==> src/rtl/eight_digit_capture.sv <==
// rtl/eight_digit_capture.sv - seven-segment scan bus receiver, reassembles the displayed 32-bit value
module eight_digit_capture #(
  parameter int STABLE_CYCLES  = 2,
  parameter int TIMEOUT_CYCLES = 1048576
) (
  input  logic        clock,
  input  logic        reset,
  input  logic [6:0]  segments,
  input  logic [7:0]  anodes,
  output logic [31:0] HEX_out,
  output logic        frame_valid,
  output logic        locked,
  output logic [7:0]  digits_seen,
  output logic        err_pattern,
  output logic        err_anode
);

  localparam int RUN_W  = $clog2(STABLE_CYCLES + 1);
  localparam int IDLE_W = $clog2(TIMEOUT_CYCLES + 1);
  localparam logic [RUN_W-1:0]  RUN_MAX  = RUN_W'(STABLE_CYCLES);
  localparam logic [RUN_W-1:0]  RUN_ONE  = RUN_W'(1);
  localparam logic [IDLE_W-1:0] IDLE_MAX = IDLE_W'(TIMEOUT_CYCLES);
  localparam logic [IDLE_W-1:0] IDLE_ONE = IDLE_W'(1);

  logic [14:0]       pair_q;
  logic [14:0]       pair_prev;
  logic              pair_q_vld;
  logic              pair_prev_vld;
  logic [RUN_W-1:0]  run_len;
  logic [IDLE_W-1:0] idle_cnt;
  logic [31:0]       shadow;

  logic [RUN_W-1:0]  run_next;
  logic              accept;
  logic [6:0]        glyph;
  logic [7:0]        an_low;
  logic              glyph_ok;
  logic [3:0]        nibble;
  logic [2:0]        digit_idx;
  logic              is_blank;
  logic              is_multi;
  logic [7:0]        seen_next;
  logic [31:0]       shadow_next;

  assign glyph    = ~pair_q[6:0];
  assign an_low   = ~pair_q[14:7];
  assign is_blank = (an_low == 8'h00);
  assign is_multi = ($countones(an_low) > 1);

  // Run length of the registered pair; accept fires only on the edge the run first reaches the threshold.
  always_comb begin
    run_next = '0;
    accept   = 1'b0;
    if (pair_q_vld) begin
      if (pair_prev_vld && (pair_q == pair_prev)) begin
        run_next = (run_len == RUN_MAX) ? run_len : run_len + RUN_ONE;
        accept   = (run_len != RUN_MAX) && (run_len + RUN_ONE == RUN_MAX);
      end else begin
        run_next = RUN_ONE;
        accept   = (STABLE_CYCLES == 1);
      end
    end
  end

  always_comb begin
    glyph_ok = 1'b1;
    nibble   = 4'h0;
    case (glyph)
      7'h3F: nibble = 4'h0;
      7'h06: nibble = 4'h1;
      7'h5B: nibble = 4'h2;
      7'h4F: nibble = 4'h3;
      7'h66: nibble = 4'h4;
      7'h6D: nibble = 4'h5;
      7'h7D: nibble = 4'h6;
      7'h07: nibble = 4'h7;
      7'h7F: nibble = 4'h8;
      7'h6F: nibble = 4'h9;
      7'h77: nibble = 4'hA;
      7'h7C: nibble = 4'hB;
      7'h39: nibble = 4'hC;
      7'h5E: nibble = 4'hD;
      7'h79: nibble = 4'hE;
      7'h71: nibble = 4'hF;
      default: glyph_ok = 1'b0;
    endcase
  end

  always_comb begin
    digit_idx = 3'd0;
    for (int i = 0; i < 8; i++) begin
      if (an_low[i]) digit_idx = 3'(i);
    end
    seen_next = digits_seen | (8'h01 << digit_idx);
    shadow_next = shadow;
    shadow_next[{digit_idx, 2'b00} +: 4] = nibble;
  end

  always_ff @(posedge clock) begin
    if (reset) begin
      pair_q        <= '0;
      pair_prev     <= '0;
      pair_q_vld    <= 1'b0;
      pair_prev_vld <= 1'b0;
      run_len       <= '0;
      idle_cnt      <= '0;
      shadow        <= '0;
      HEX_out       <= '0;
      frame_valid   <= 1'b0;
      locked        <= 1'b0;
      digits_seen   <= '0;
      err_pattern   <= 1'b0;
      err_anode     <= 1'b0;
    end else begin
      pair_q        <= {anodes, segments};
      pair_q_vld    <= 1'b1;
      pair_prev     <= pair_q;
      pair_prev_vld <= pair_q_vld;
      run_len       <= run_next;
      frame_valid   <= 1'b0;
      err_pattern   <= 1'b0;
      err_anode     <= 1'b0;
      if (accept && !is_blank) begin
        idle_cnt <= '0;
        if (is_multi) begin
          err_anode <= 1'b1;
        end else if (!glyph_ok) begin
          err_pattern <= 1'b1;
        end else begin
          shadow <= shadow_next;
          if (seen_next == 8'hFF) begin
            HEX_out     <= shadow_next;
            frame_valid <= 1'b1;
            locked      <= 1'b1;
            digits_seen <= 8'h00;
          end else begin
            digits_seen <= seen_next;
          end
        end
      end else if (idle_cnt + IDLE_ONE == IDLE_MAX) begin
        // Stale partial frame; the last completed value stays on HEX_out.
        idle_cnt    <= '0;
        digits_seen <= 8'h00;
      end else begin
        idle_cnt <= idle_cnt + IDLE_ONE;
      end
    end
  end

endmodule

==> config.mk <==
export PLATFORM = sky130hd
export DESIGN_NAME = eight_digit_capture
export DESIGN_NICKNAME = d
export VERILOG_FILES = /design/src/rtl/eight_digit_capture.sv
export SDC_FILE = /design/constraint.sdc
export NUM_CORES = 1
export LEC_CHECK = 0
export BUFFER_PORTS_ARGS = -buffer_cell sky130_fd_sc_hd__buf_2
export CAP_MARGIN = 30
export CORE_MARGIN = 4
export CORE_UTILIZATION = 49
export DETAILED_ROUTE_END_ITERATION = 12
export PLACE_DENSITY = 0.7
export SYNTH_ARGS = -nofsm -noshare
export SYNTH_HDL_FRONTEND = slang
export SYNTH_SLANG_ARGS = --single-unit
export TNS_END_PERCENT = 5
==> constraint.sdc <==
create_clock -name clock -period 4.1 [get_ports clock]
set_input_delay 0 -clock clock [delete_from_list [all_inputs] [get_ports clock]]
set_output_delay 0 -clock clock [all_outputs]
set_load 0.05 [all_outputs]
* After elaboration in Yosys (flattened, before gate mapping)
Cells that the tools add are included.
Storage, ports and cells: word-level logic and storage cells 100, bits in registers 131
Cells by class: magnitude comparators 1, reduce and logical (&&, ||, !) cells 16, mux-type cells 23, add/sub/neg operators 10, equal/unequal tests 25, bitwise logic cells 8, shift operators 3
Operators by type and width (count):
- equality test 7 bit, second input constant | 12
- case mux 4 bit (15 select lines) | 1
- 2-to-1 mux 8 bit | 5
- bitwise mux 32 bit | 1
- variable shift 4 x 7 -> 32 bit, first input constant | 1
- variable part select 4 x 7 -> 32 bit | 1
- adder 21 x 1 -> 21 bit, second input constant | 1
- equality test 21 bit, second input constant | 1
- 2-to-1 mux 3 bit | 6
- OR reduction 16 bit | 1
- equality test 15 bit | 1
- equality test 7 x 3 -> 1 bit, second input constant | 2
- equality test 7 x 6 -> 1 bit, second input constant | 2
- 2-to-1 mux 1 bit | 10
- OR reduction 3 bit | 3
- adder 1 x 1 -> 2 bit | 4
- equality test 8 bit, second input constant | 1
- logical NOT 8 bit | 1
- inequality test 2 bit, second input constant | 4
- NOT 8 bit | 1
- bitwise OR 8 bit | 1
- left shift 1 x 3 -> 8 bit, first input constant | 1
- negation 5 -> 7 bit | 1
- NOT 7 bit | 1
- 13 further kinds | 23

* Depth between registers and ports, before layout
Gate-level depths: netlist of run 1.
depth after elaboration 15, depth in mapped cells 15, mapped depth without buffers 13

* Least setup slack after synthesis of run 1
Ideal clock, no wire load.
path kind reg-to-reg, start point register pair_q[8], end point register digits_seen[0], setup time 0.138 ns, data arrival time 4.158 ns, period minus slack after synthesis 4.295 ns, slack -0.195 ns, cell stages (with the launch flop) 15, cell sequence dfxtp_1 > clkinv_1 > fa_1 > fa_1 > fa_1 > ha_1 > inv_1 > fa_1 > nor4bb_1 > a32o_1 > and3_1 > o311ai_4 > buf_6 > o21ai_1 > nor3_1
Between the ends: longest elaborated chain between the ends 15, elaborated cells on any way between the ends 30, those cells by class add/sub (3); order compare (1); eq/ne (4); shift (1); mux (13); bitwise (2); reduce/logical (6)
Ends and longest elaborated chain:
- start: declaration | RTL line 25 | logic [14:0] pair_q;
- start signal: assignment | RTL line 115 | pair_q <= {anodes, segments};
- NOT 8 bit | RTL line 46 | assign an_low = ~pair_q[14:7];
- 2-to-1 mux 1 bit | RTL line 92 | if (an_low[i]) digit_idx = 3'(i);
- 2-to-1 mux 3 bit (6 in series) | RTL line 92
- left shift 1 x 3 -> 8 bit | RTL line 94 | seen_next = digits_seen | (8'h01 << digit_idx);
- bitwise OR 8 bit | RTL line 94
- equality test 8 bit | RTL line 131 | if (seen_next == 8'hFF) begin
- 2-to-1 mux 8 bit | RTL line 131
- 2-to-1 mux 8 bit | RTL line 127 | end else if (!glyph_ok) begin
- 2-to-1 mux 8 bit | RTL line 125 | if (is_multi) begin
- 2-to-1 mux 8 bit | RTL line 123 | if (accept && !is_blank) begin
- end signal: assignment | RTL line 137 | digits_seen <= seen_next;
- end: declaration | RTL line 13 | output logic [7:0] digits_seen,
Parallel ways exist; a longest one is shown, timed or not. The select of a mux whose other input is x is not followed. A chain may end at the register's enable or synchronous reset.

* Worst setup path in the final report of run 1
start point register pair_q[8], end point register shadow[0]
Between the ends: longest elaborated chain between the ends 11, elaborated cells on any way between the ends 25, those cells by class add/sub (4); order compare (1); eq/ne (1); shift (2); mux (10); bitwise (2); reduce/logical (5)
Ends and longest elaborated chain:
- NOT 8 bit | RTL line 46
- 2-to-1 mux 1 bit | RTL line 92
- 2-to-1 mux 3 bit (6 in series) | RTL line 92
- negation 5 -> 7 bit | RTL line 96 | shadow_next[{digit_idx, 2'b00} +: 4] = nibble;
- variable part select 4 x 7 -> 32 bit or variable shift 4 x 7 -> 32 bit (tied branches) | RTL line 96
- bitwise mux 32 bit | RTL line 96
- end signal: assignment | RTL line 130 | shadow <= shadow_next;
- end: declaration | RTL line 31 | logic [31:0] shadow;
Parallel ways exist; a longest one is shown, timed or not.

==> results of run 1 <==
## cell families (layout without fill, tap and decap cells)
logic type / Yosys count / in the layout
xor+xnor: 41 / 41
buf+inv: 84 / 165
flops: 131 / 131
fa+ha+maj: 18 / 18
simple gates: 280 / 280
compound gates: 221 / 221
mux: 3 / 3
## state kept, by name, indices dropped and copies added, names as in the netlist, 2 cells and up
signal / flops
pair_prev: 15
HEX_out: 32
run_len: 2
digits_seen: 8
pair_q: 15
idle_cnt: 21
shadow: 32
## worst paths after layout
kind	from	end	slack, ns	cells past startpoint
worst max-delay path	pair_q[8]	shadow[0]	-0.008	14
worst min-delay path	reset	pair_prev[10]	0.19	2
worst max register to register	pair_q[8]	shadow[0]	-0.008	14
worst min register to register	HEX_out[7]	HEX_out[7]	0.46	2
## Yosys cell counts, types with 18 or more instances
cell type    n
dfxtp_1    131
nor2b_1     26
nand4_1     18
o21ai_0     52
nand2_1     32
a21oi_1     72
nor3_1      30
inv_1       22
nand3_1     61
clkbuf_1    33
nor2_1      47
xnor2_1     31
## where the power goes
| part | switching [W] | internal [W] | total (W) |
|---|---|---|---|
| Combinational | 0.000140 | 0.000103 | 0.000243 |
| Sequential | 0.0000288 | 0.00129 | 0.00132 |
| Clock | 0.000575 | 0.00101 | 0.00158 |
## final cells by class
cell class / count / area [um^2] / area share [%]
inverters: 24 / 92.6 / 1.14
clock inverters: 11 / 151 / 1.86
flip-flops and latches: 131 / 2630 / 32.3
multi-input cells: 563 / 3750 / 46.2
well taps: 176 / 220 / 2.71
repair buffers: 109 / 810 / 9.97
clock buffers: 21 / 470 / 5.80
## per-layer routing
layer | GRT usage [%] | share of wire (%) | vias up
li1 | - | - | 2998
met3 | 5.79 | 5.8 | 23
met5 | 0 | 0 | -
met2 | 35.3 | 46 | 210
met1 | 31.3 | 47 | 2998
met4 | 6.58 | 1.2 | 0
## through the flow
step | std cells | total power (W)
2_1_floorplan | 778 | 0.00150
3_3_place_gp | 984 | 0.00155
3_5_place_dp | 985 | 0.00157
4_1_cts | 1034 | 0.00315
5_1_grt | 1035 | 0.00326
6_report | 1035 | 0.00314
## worst reg2reg max path, stage by stage, from the launching register on
cell and delay, ns:
dfxtp_2 0.35, inv_4 0.04, fa_1 0.55, fa_1 0.43, fa_1 0.50, ha_2 0.18
inv_2 0.04, fa_1 0.50, nor4bb_2 0.20, a32o_2 0.17, and3_4 0.20, o311ai_4 0.14
buf_12 0.22, or3_1 0.38, a21oi_1 0.15
## repair_timing
action | in CTS | in global routing
pin swaps | 1 | 22
hold buffers | 15 | 0
cloned | 1 | 0
buffers inserted | 1 | 1
gates resized for setup | 8 | 52
setup endpoints to repair | 49 | 70
endpoints found under the hold margin | 15 | 0
==> impl_summary.md, run 1 <==
Outcome
The run finished, with violations left. The checks that failed: setup timing.

Drt
For this run, design rule violations remaining after detail routing come to 0. The total number of vias is 6229. After detailed routing, the total wire length is 17.7 mm. For this block, the initial DRC count from the detailed router was 535.

The mean routed wirelength per cell is 17.1 um. Before antenna repair, the detailed router went through 5 iterations. The remaining antenna violation count after routing is 0. In the routed layout, each cell is associated on average with a via count of 6.02.

STA
The setup-violating endpoint count in the final report is 1. The shortest clock period the worst path allows after layout is 4.11 ns. The hold slack is 0.194 ns. The setup total negative slack is -0.00760 ns. In the post-route analysis, the smallest setup slack over all paths is -0.00760 ns. The share of the clock period used by the worst path is 100%. The number of hold violations in the final report is 0.

Static timing analysis puts the maximum clock frequency at 243 MHz. The relative slew slack is 27.6%. At the pin with the least slew margin, the transition time is 1.09 ns. The maximum clock skew at final layout is 0.0131 ns. Setup repair after global routing could not meet its margin everywhere. The max-slew violation count is 0.

Clocking
The clock tree from TritonCTS is built. After clock tree synthesis, the clock-pin slew on the worst setup and hold paths is 0.06 ns. The number of H-tree levels is 4. The tree is rooted in a clkbuf_16. The TritonCTS buffer count is 17. The latest clock arrival within the worst-skew pair is 0.43 ns. The number of clock sinks is 131. In this run the deepest clock path goes through 2 buffers.

Power
VDD sags by at most 286 uV. For this design the static power due to leakage is 2.93 nW. The power density over the cells is 387 nW/um^2.

Worst setup path
Together, buffers and inverters on the worst path number 3. Data arrives at the worst endpoint at 4.47 ns. STA puts the critical path data required time at 4.46 ns.

The kind of start point of the critical path is a flip-flop. The worst setup path is captured at a flip-flop. The critical path in this run is classified as reg2reg. The most numerous cell on the critical path is fa_1. The cell at the slowest stage of the critical path is fa_1. The family with the most delay on the worst path is adder cells. The largest fanout of any net on the critical path is 8. Traced cell by cell, the critical path runs through inv_4, fa_1, fa_1, fa_1, ha_2, inv_2, fa_1, nor4bb_2, a32o_2, and3_4, o311ai_4, buf_12, or3_1, a21oi_1. In this design, the stage delay of the slowest critical-path cell is 0.55 ns.

Placed design
Once placement finished, the instance area stood at 7180 um^2. The HPWL after detailed placement is 11.9 mm. The number of input and output port buffers inserted is 60. The pre-CTS setup slack is -0.178 ns.

At the end of routability-driven placement, the weighted congestion stood at 0.856.

Global routing
The number of antenna violations at the first check in global routing is 0. The first global-routing pass estimated 29.5 mm of wire. The maximum number of pins on one net before global-route repair is 52. Global routing consumed, over all layers together, 22.7% of the routing resources. The leftover overflow at the end of global routing is 0. The number of global-route vias before repair is 5799.

Cells and area
The most common library cell in the layout ignoring fill and taps is dfxtp_1. The layout has 1121 filler cells. Measured on the finished design, the core utilization comes to 61.1%.

The fraction of layout instances using a drive strength above 1 is 19.4%. In the layout the commonest cells are dfxtp_1, a21oi_1, nand3_1, buf_2, nor2_1. The area of all placed cells without fillers is 8120 um^2. The synthesis-to-layout area growth is 21.9%. The number of antenna diodes in the final layout is 0.

The net count of the finished layout is 881.

Hold path
The worst hold path belongs to the class in2reg.

Synth
Of the post-synthesis cell area, the part taken by muxes is 0.451%. The netlist area before placement is 6660 um^2. In the synthesized netlist the async set-or-reset flop fraction comes to 0%. The total of warnings raised by yosys is 0.

The most used flip-flop cell after synthesis is dfxtp_1. The largest total area in the synthesized netlist belongs to dfxtp_1. Yosys mapped a number of flops with a built-in enable equal to 0.

Summing the sequential cell areas from Yosys gives 39.4% of the chip area. The post-synthesis share of cell area spent on full adders, half adders and majority gates is 3.83%. The simple-gate area share of the yosys netlist is 23.5%.

Summing the areas of all compound-gate instances in the mapped netlist gives 21.5% of the synthesized area. The number of distinct library cells after synthesis is 76. The xor-xnor portion of the synthesized cell area is 5.39%.

The average instance in the mapped netlist occupies 8.56 um^2. The count of mapped cells out of synthesis is 778. When the netlist entered floorplanning its net count stood at 813. Ranked by total cell area, the synthesized netlist is headed by dfxtp_1, a21oi_1, nand3_1.

After synthesis the netlist holds a flip-flop and latch count of 131. The dominant combinational cell family by area after synthesis is simple AND/OR/NAND/NOR gates. The share of the synthesized area in the top cell type is 39.4%.

Floorplan
The floorplan core area is 13300 um^2. For this configuration, the core starts out at a cell density of 50.1%. Measured along the x axis, the die boundary spans 125 um. The die covers 15500 um^2.

The die height is 125 um. The site row count is 42. For this design the top-level I/O count stands at 61.

Run
Across the run, the number of max-cap violations was 0.
No activity file was read; power rests on OpenSTA's default activity.
==> run 2: changes to the inputs <==
- REMOVE_ABC_BUFFERS: default -> 1
==> run 2 against run 1 <==
  * The run still ends with setup timing left
  * Total power decreased by 3.8%
  * Flip-flop and latch count unchanged
  * Utilization grew 0.94 points
  * Combinational power increased by 7%
  * Final area grew 1.5%
  * Clock skew fell by 0.0064 ns
  * Clock power down 9%
  * Sequential power is essentially flat
  * Worst hold slack better by 0.026 ns
  * Worst setup slack got worse by 0.054 ns
  * Die area is the same
  * Critical path type unchanged
  * Critical endpoint is now shadow[9]
  * Largest cell class unchanged
==> impl_summary.md, run 2 (synthesized netlist as in run 1, its figures left out) <==
Cells and area
The net count of the finished layout is 888 (was 881). The multi-input gate area in the final layout is 3870 um^2 (was 3750 um^2). Commonest cells after routing, fill and taps aside: dfxtp_1, a21oi_1, buf_2 (was dfxtp_1, a21oi_1, nand3_1, buf_2, nor2_1). The number of antenna diodes came to 0 (unchanged). The fraction of layout instances using a drive strength above 1 is 20.8% (was 19.4%). The count of fill cells added during filler insertion came to 1091 (was 1121).

The most common library cell in the layout ignoring fill and taps is dfxtp_1 (unchanged). Largest registers: HEX_out (32), shadow (32), idle_cnt (21) (unchanged). The final standard cell count with taps included and fillers excluded came to 1042 (was 1035). The synthesis-to-layout area growth came to 23.8% (was 21.9%). The sequential cell area is 2630 um^2 (about the same).

Global routing
The global-route usage over all layers is 22.7% (about the same). The number of antenna violations at the first check in global routing was 0 (unchanged). The first-pass GRT wire length is 29.3 mm (was 29.5 mm). The leftover overflow at the end of global routing is 0 (unchanged). The maximum number of pins on one net before global-route repair is 54 (was 52).

The number of global-route vias before repair is 5965 (was 5799).

Floorplan
The die height is 125 um (unchanged). The floorplan core area is 13300 um^2 (unchanged). The number of top-level pins is 61 (unchanged). The initial core utilization was 50.1% (unchanged). The site row count was 42 (unchanged). The horizontal extent of the die is 125 um (unchanged). The area of the die was 15500 um^2 (unchanged).

Worst setup path
The worst path buffer plus inverter count is 4 (was 3). The most numerous cell on the critical path was fa_1 (unchanged). The type of element capturing the critical path is a flip-flop (unchanged). The kind of start point of the critical path is a flip-flop (unchanged). The startpoint of the worst register-to-register path was pair_q[7] (was pair_q[8]).

The reg-to-reg critical path endpoint is shadow[9] (was shadow[0]). The largest fanout of any net on the critical path is 8 (unchanged). The family with the most delay on the worst path is adder cells (unchanged). The delay of the slowest cell on the worst path is 0.54 ns (was 0.55 ns). The number of cells on the worst reg-to-reg path came to 15 (was 14).

The data arrival time of the worst path is 4.51 ns (was 4.47 ns). The launching element of the worst setup path is pair_q[7] (was pair_q[8]). The number of gates on the worst path with buffers counted was 15 (was 14).

The minimum setup slack among reg-to-reg paths is -0.06 ns (was -0.008 ns). Critical-path cell list: inv_2, fa_1, fa_1, fa_1, ha_2, inv_2, fa_1, nor4bb_4, a32o_2, and3_4, o311a_4, buf_12, buf_12, nand4_1, a21oi_2 (was inv_4, fa_1, fa_1, fa_1, ha_2, inv_2, fa_1, nor4bb_2, a32o_2, and3_4, o311ai_4, buf_12, or3_1, a21oi_1). The critical path required time is 4.45 ns (was 4.46 ns).

The critical path class is reg2reg (unchanged). The critical path endpoint is shadow[9] (was shadow[0]). The cell at the slowest stage of the critical path is fa_1 (unchanged).

STA
The shortest clock period the worst path allows after layout is 4.16 ns (was 4.11 ns). The number of hold violations in the final report is 0 (unchanged). The setup-violating endpoint count in the final report is 4 (was 1). The relative slew slack is 15.2% (was 27.6%). The fmax is 240 MHz (was 243 MHz).

The final worst-path setup slack is -0.0617 ns (was -0.00760 ns). The share of the clock period used by the worst path is 102% (was 100%). The pin slew with the least headroom to its limit was 1.26 ns (was 1.09 ns). The max-slew violation count is 0 (unchanged). RSZ-0062 raised after global routing: yes (unchanged). The maximum clock skew at final layout is 0.00665 ns (was 0.0131 ns). The setup total negative slack came to -0.0976 ns (was -0.00760 ns).

Clocking
The cell chosen for the clock root was clkbuf_16 (unchanged). The TritonCTS buffer count came to 17 (unchanged). The number of clock sinks was 131 (unchanged).

The latest clock arrival within the worst-skew pair came to 0.42 ns (was 0.43 ns). The clock edge transition at the registers on the reported setup and hold paths was 0.06 ns (about the same). The maximum root-to-sink buffer count came to 2 (unchanged). The clock tree from TritonCTS is built (unchanged). The number of H-tree levels was 4 (unchanged).

Drt
The post-detailed-routing wire length is 18.3 mm (was 17.7 mm). The first-pass detailed-route iteration total is 6 (was 5). The mean routed wirelength per cell is 17.6 um (was 17.1 um). The via density per instance is 6.07 (was 6.02). The total number of vias is 6320 (was 6229). The number of DRC violations after detailed-routing iteration 0 is 608 (was 535). The remaining antenna violation count after routing was 0 (unchanged).

The count of unresolved DRC violations after routing is 0 (unchanged).

Outcome
Violations in the final reports: setup timing (unchanged). Result of the run: finished with violations (unchanged).

Hold path
The class of the tightest hold or removal check is in2reg (unchanged). The number of cells on the worst hold path was 2 (unchanged).

Run
The number of max-capacitance violations reported was 0 (unchanged).

Placed design
The placer's final routability congestion estimate is 0.895 (was 0.856). The half-perimeter wire length after placement is 11.7 mm (was 11.9 mm). The total placed cells including tap cells is 986 (was 985). The number of input and output port buffers inserted is 60 (unchanged).

Power
The power density over the cells came to 367 nW/um^2 (was 387 nW/um^2). The maximum resistive drop on vdd is 279 uV (was 286 uV). The static power due to leakage came to 2.92 nW (was 2.93 nW).
## run 2: cell types whose count changed in the layout (fill, tap and decap cells not counted), sizes merged
cell / before / now
clkbuf: 21 / 27
buf: 93 / 97
bufinv: 3 / 1
o311ai: 6 / 8
bufbuf: 1 / 0
clkinv: 3 / 2
inv: 25 / 24
## run 2: repair_timing
| action | CTS | global route |
|---|---|---|
| setup buffers | 2 | 2 |
| cloned | 1 | 4 |
| resized for setup | 14 | 52 |
| setup endpoints to repair | 65 | 73 |
| pin swaps | 2 | 41 |
| hold buffers | 15 | 0 |
| endpoints found under the hold margin | 15 | 0 |
## run 2: power by group
part | switching (W) | internal [W] | total (W)
Sequential | 0.0000288 | 0.00129 | 0.00132
Combinational | 0.000152 | 0.000108 | 0.000260
Clock | 0.000547 | 0.000897 | 0.00144
## run 2: area by class of cell
type / count / area share (%)
inverter: 24 / 1.09
timing repair buffer: 114 / 10.5
clock inverter: 7 / 0.896
tap: 176 / 2.67
multi-input combinational: 565 / 47.0
sequential: 131 / 31.9
clock buffer: 25 / 6.01
## run 2: worst reg2reg max path, delay by kind of cell (launching register included)
family / cells / cell delay [ns]
AOI/OAI and AO/OA: 3 / 0.62
DFF: 1 / 0.33
buffers and inverters: 4 / 0.37
adders and majority gates: 5 / 2.08
and+or+nand+nor: 3 / 0.67
## run 2: how the worst min path moves through the flow
stage | startpoint | endpoint | slack [ns]
2_1_floorplan | reset | pair_prev[10] | 0.07
3_3_place_gp | segments[5] | pair_q[5] | 0.21
3_5_place_dp | segments[6] | pair_q[6] | 0.21
4_1_cts | reset | pair_prev[8] | 0.20
5_1_grt | reset | pair_prev[13] | 0.27
6_report | reset | pair_prev[13] | 0.22
## run 2: per-layer routing
metal	track usage, %	part of all wire (%)
met3	4.80	6.0
met4	8.96	2.6
met2	37.1	48
met1	29.4	43
met5	0	0
## run 2: per-stage QoR
stage	hold slack [ns]	setup slack, ns	total power, W	instance area [um^2]	utilization, %
6_report	0.220	-0.0617	0.00302	8240	62.0
2_1_floorplan	0.0667	-1.01	0.00148	6360	-
3_3_place_gp	0.212	-0.0606	0.00155	7190	54.1
5_1_grt	0.269	-0.202	0.00313	8240	62.0
4_1_cts	0.203	-0.0311	0.00302	7960	59.9
3_5_place_dp	0.212	-0.206	0.00156	7190	54.1
==> run 3: changes to the inputs <==
- CORE_MARGIN: 4 -> default
==> run 3 against run 2 <==
  * The run still ends with setup timing left
  * Utilization barely moved
  * Worst hold slack got worse by 0.12 ns
  * Wire length fell by 5.6%
  * Register-to-register slack improved by 0.04 ns
  * Final cell count about the same
  * Die area down 9.4%
  * First-iteration DRC count decreased by 15%
  * Worst setup slack better by 0.042 ns
  * Clock skew is 0.0029 ns higher
==> impl_summary.md, run 3 (synthesized netlist as in run 1, its figures left out) <==
Outcome
Result of the run: finished with violations (unchanged). Violations in the final reports: setup timing (unchanged).

Drt
The count of unresolved DRC violations after routing is 0 (unchanged). The mean routed wirelength per cell came to 16.6 um (was 17.6 um). The via density per instance is 6.04 (was 6.07).

The total number of vias came to 6283 (was 6320). The first-pass detailed-route iteration total is 5 (was 6). The remaining antenna violation count after routing is 0 (unchanged). The number of DRC violations after detailed-routing iteration 0 came to 515 (was 608). The post-detailed-routing wire length is 17.3 mm (was 18.3 mm).

Cells and area
The count of fill cells added during filler insertion is 1135 (was 1091). The multi-input gate area in the final layout is 3770 um^2 (was 3870 um^2). The synthesis-to-layout area growth is 23.2% (was 23.8%).

The number of antenna diodes is 0 (unchanged). The fraction of layout instances using a drive strength above 1 was 19.9% (was 20.8%). The sequential cell area is 2630 um^2 (unchanged). The net count of the finished layout is 887 (was 888). Commonest cells after routing, fill and taps aside: dfxtp_1, a21oi_1, nand3_1 (was dfxtp_1, a21oi_1, buf_2). The most common library cell in the layout ignoring fill and taps is dfxtp_1 (unchanged). Largest registers: HEX_out (32), shadow (32), idle_cnt (21) (unchanged).

Clocking
The latest clock arrival within the worst-skew pair is 0.42 ns (about the same). The TritonCTS buffer count is 17 (unchanged). The clock tree from TritonCTS was built (unchanged). The clock edge transition at the registers on the reported setup and hold paths was 0.06 ns (about the same). The maximum root-to-sink buffer count came to 2 (unchanged). The number of H-tree levels was 4 (unchanged).

The cell chosen for the clock root is clkbuf_16 (unchanged). The number of clock sinks came to 131 (unchanged).

Global routing
The met2 track demand over resource in global routing is 38.5% (was 37.1%). The number of global-route vias before repair is 5802 (was 5965). The maximum number of pins on one net before global-route repair is 36 (was 54).

The global-route usage over all layers was 24.5% (was 22.7%). The first-pass GRT wire length is 27.8 mm (was 29.3 mm). The routing layer with the top usage in global route is met2 (unchanged). The routing usage on met3 is 5.36% (was 4.80%). The number of antenna violations at the first check in global routing was 0 (unchanged). The leftover overflow at the end of global routing is 0 (unchanged). The met1 track demand over resource is 31.9% (was 29.4%).

Floorplan
The number of top-level pins is 61 (unchanged). The die height is 119 um (was 125 um). The site row count was 42 (unchanged). The horizontal extent of the die came to 119 um (was 125 um).

The area of the die is 14100 um^2 (was 15500 um^2). The initial core utilization came to 50.3% (was 50.1%). The floorplan core area is 13200 um^2 (was 13300 um^2).

STA
The max-slew violation count is 0 (unchanged). The number of hold violations in the final report is 0 (unchanged). The share of the clock period used by the worst path is 100% (was 102%). The setup total negative slack is -0.0338 ns (was -0.0976 ns). The final worst-path setup slack is -0.0200 ns (was -0.0617 ns). The shortest clock period the worst path allows after layout was 4.12 ns (was 4.16 ns). The hold slack is 0.0991 ns (was 0.220 ns). RSZ-0062 raised after global routing: yes (unchanged).

The pin slew with the least headroom to its limit came to 1.10 ns (was 1.26 ns). The fmax is 243 MHz (was 240 MHz). The relative slew slack is 26.8% (was 15.2%). The maximum clock skew at final layout was 0.00960 ns (was 0.00665 ns).

The setup-violating endpoint count in the final report is 2 (was 4).

Worst setup path
The worst path buffer plus inverter count is 3 (was 4). The critical path required time is 4.45 ns (about the same). The data arrival time of the worst path is 4.47 ns (was 4.51 ns). The largest fanout of any net on the critical path is 8 (unchanged). The family with the most delay on the worst path is adder cells (unchanged). The critical path class is reg2reg (unchanged). The cell at the slowest stage of the critical path was fa_1 (unchanged).

Critical-path cell list: inv_2, fa_1, fa_1, fa_1, ha_2, inv_2, fa_2, nor4bb_4, a32o_2, and3_4, o311ai_4, buf_12, or3_4, a21oi_2 (was inv_2, fa_1, fa_1, fa_1, ha_2, inv_2, fa_1, nor4bb_4, a32o_2, and3_4, o311a_4, buf_12, buf_12, nand4_1, a21oi_2). The number of gates on the worst path with buffers counted came to 14 (was 15). The startpoint of the worst register-to-register path is pair_q[7] (unchanged). The kind of start point of the critical path is a flip-flop (unchanged). The type of element capturing the critical path was a flip-flop (unchanged). The launching element of the worst setup path is pair_q[7] (unchanged). The delay of the slowest cell on the worst path was 0.55 ns (was 0.54 ns). The most numerous cell on the critical path is fa_1 (unchanged).

The number of cells on the worst reg-to-reg path is 14 (was 15).

Placed design
The half-perimeter wire length after placement came to 11.5 mm (was 11.7 mm). The pre-CTS setup slack was -0.191 ns (was -0.206 ns). The number of input and output port buffers inserted came to 60 (unchanged). The placer's final routability congestion estimate is 0.870 (was 0.895).

Power
The power share of the clock group was 49.4% (was 47.7%). The power density over the cells is 382 nW/um^2 (was 367 nW/um^2). The switching share of power is 23.0% (was 24.1%).

The internal power component is 0.00241 W (was 0.00230 W). The maximum resistive drop on vdd came to 341 uV (was 279 uV). The part of the power in registers is 42.2% (was 43.7%). The combinational fraction of design power came to 8.4% (was 8.6%). The static power due to leakage came to 2.96 nW (was 2.92 nW). The switching power total was 0.000722 W (was 0.000728 W).

Hold path
The class of the tightest hold or removal check is in2reg (unchanged). The number of cells on the worst hold path came to 2 (unchanged). The worst min-delay path startpoint is reset (unchanged).

Run
The number of max-capacitance violations reported is 0 (unchanged).
-- run 3: cell types whose count changed in the layout (fill, tap and decap cells not counted), sizes merged --
cell / change
bufinv: +2
clkinv: -1
o311ai: -2
-- run 3: layer usage --
layer,vias up,share of wire (%)
li1,3023,-
met4,0,2.4
met5,-,0
met3,40,6.4
met1,2976,44
met2,244,47
-- run 3: cell type report --
class,instances,share of cell area (%)
Clock inverter,8,1.52
Tap cell,176,2.68
Clock buffer,24,5.87
Sequential cell,131,32.0
Timing Repair Buffer,115,10.8
Multi-Input combinational cell,563,45.9
Inverter,24,1.13
-- run 3: worst paths after layout --
check	to	slack, ns
max	shadow[0]	-0.02
min	shadow[14]	0.1
max reg2reg	shadow[0]	-0.02
min reg2reg	shadow[7]	0.46
-- run 3: through the flow --
step | area (um^2) | utilization, % | instances | power [W]
finish | 8210 | 62.0 | 1041 | 0.00313
global route | 8210 | 62.0 | 1041 | 0.00324
CTS | 7980 | 60.2 | 1035 | 0.00312
detailed placement | 7210 | 54.4 | 988 | 0.00157
global placement | 7210 | 54.4 | 988 | 0.00156
floorplan | 6360 | - | 718 | 0.00148
-- run 3: power by group through the flow --
| stage | logic (W) | clock network (W) | registers, W |
|---|---|---|---|
| floorplan | 0.000136 | 0 | 0.00134 |
| global placement | 0.000211 | 0 | 0.00135 |
| detailed placement | 0.000218 | 0 | 0.00135 |
| CTS | 0.000232 | 0.00157 | 0.00132 |
| global route | 0.000288 | 0.00163 | 0.00132 |
| finish | 0.000264 | 0.00155 | 0.00132 |
-- run 3: repair_timing --
item | 4_1_cts | 5_1_grt
endpoints found under the hold margin | 15 | 0
pin swaps | 2 | 17
buffers inserted | 0 | 3
cloned | 0 | 3
hold buffers | 15 | 0
resized for setup | 6 | 67
setup endpoints to repair | 63 | 73
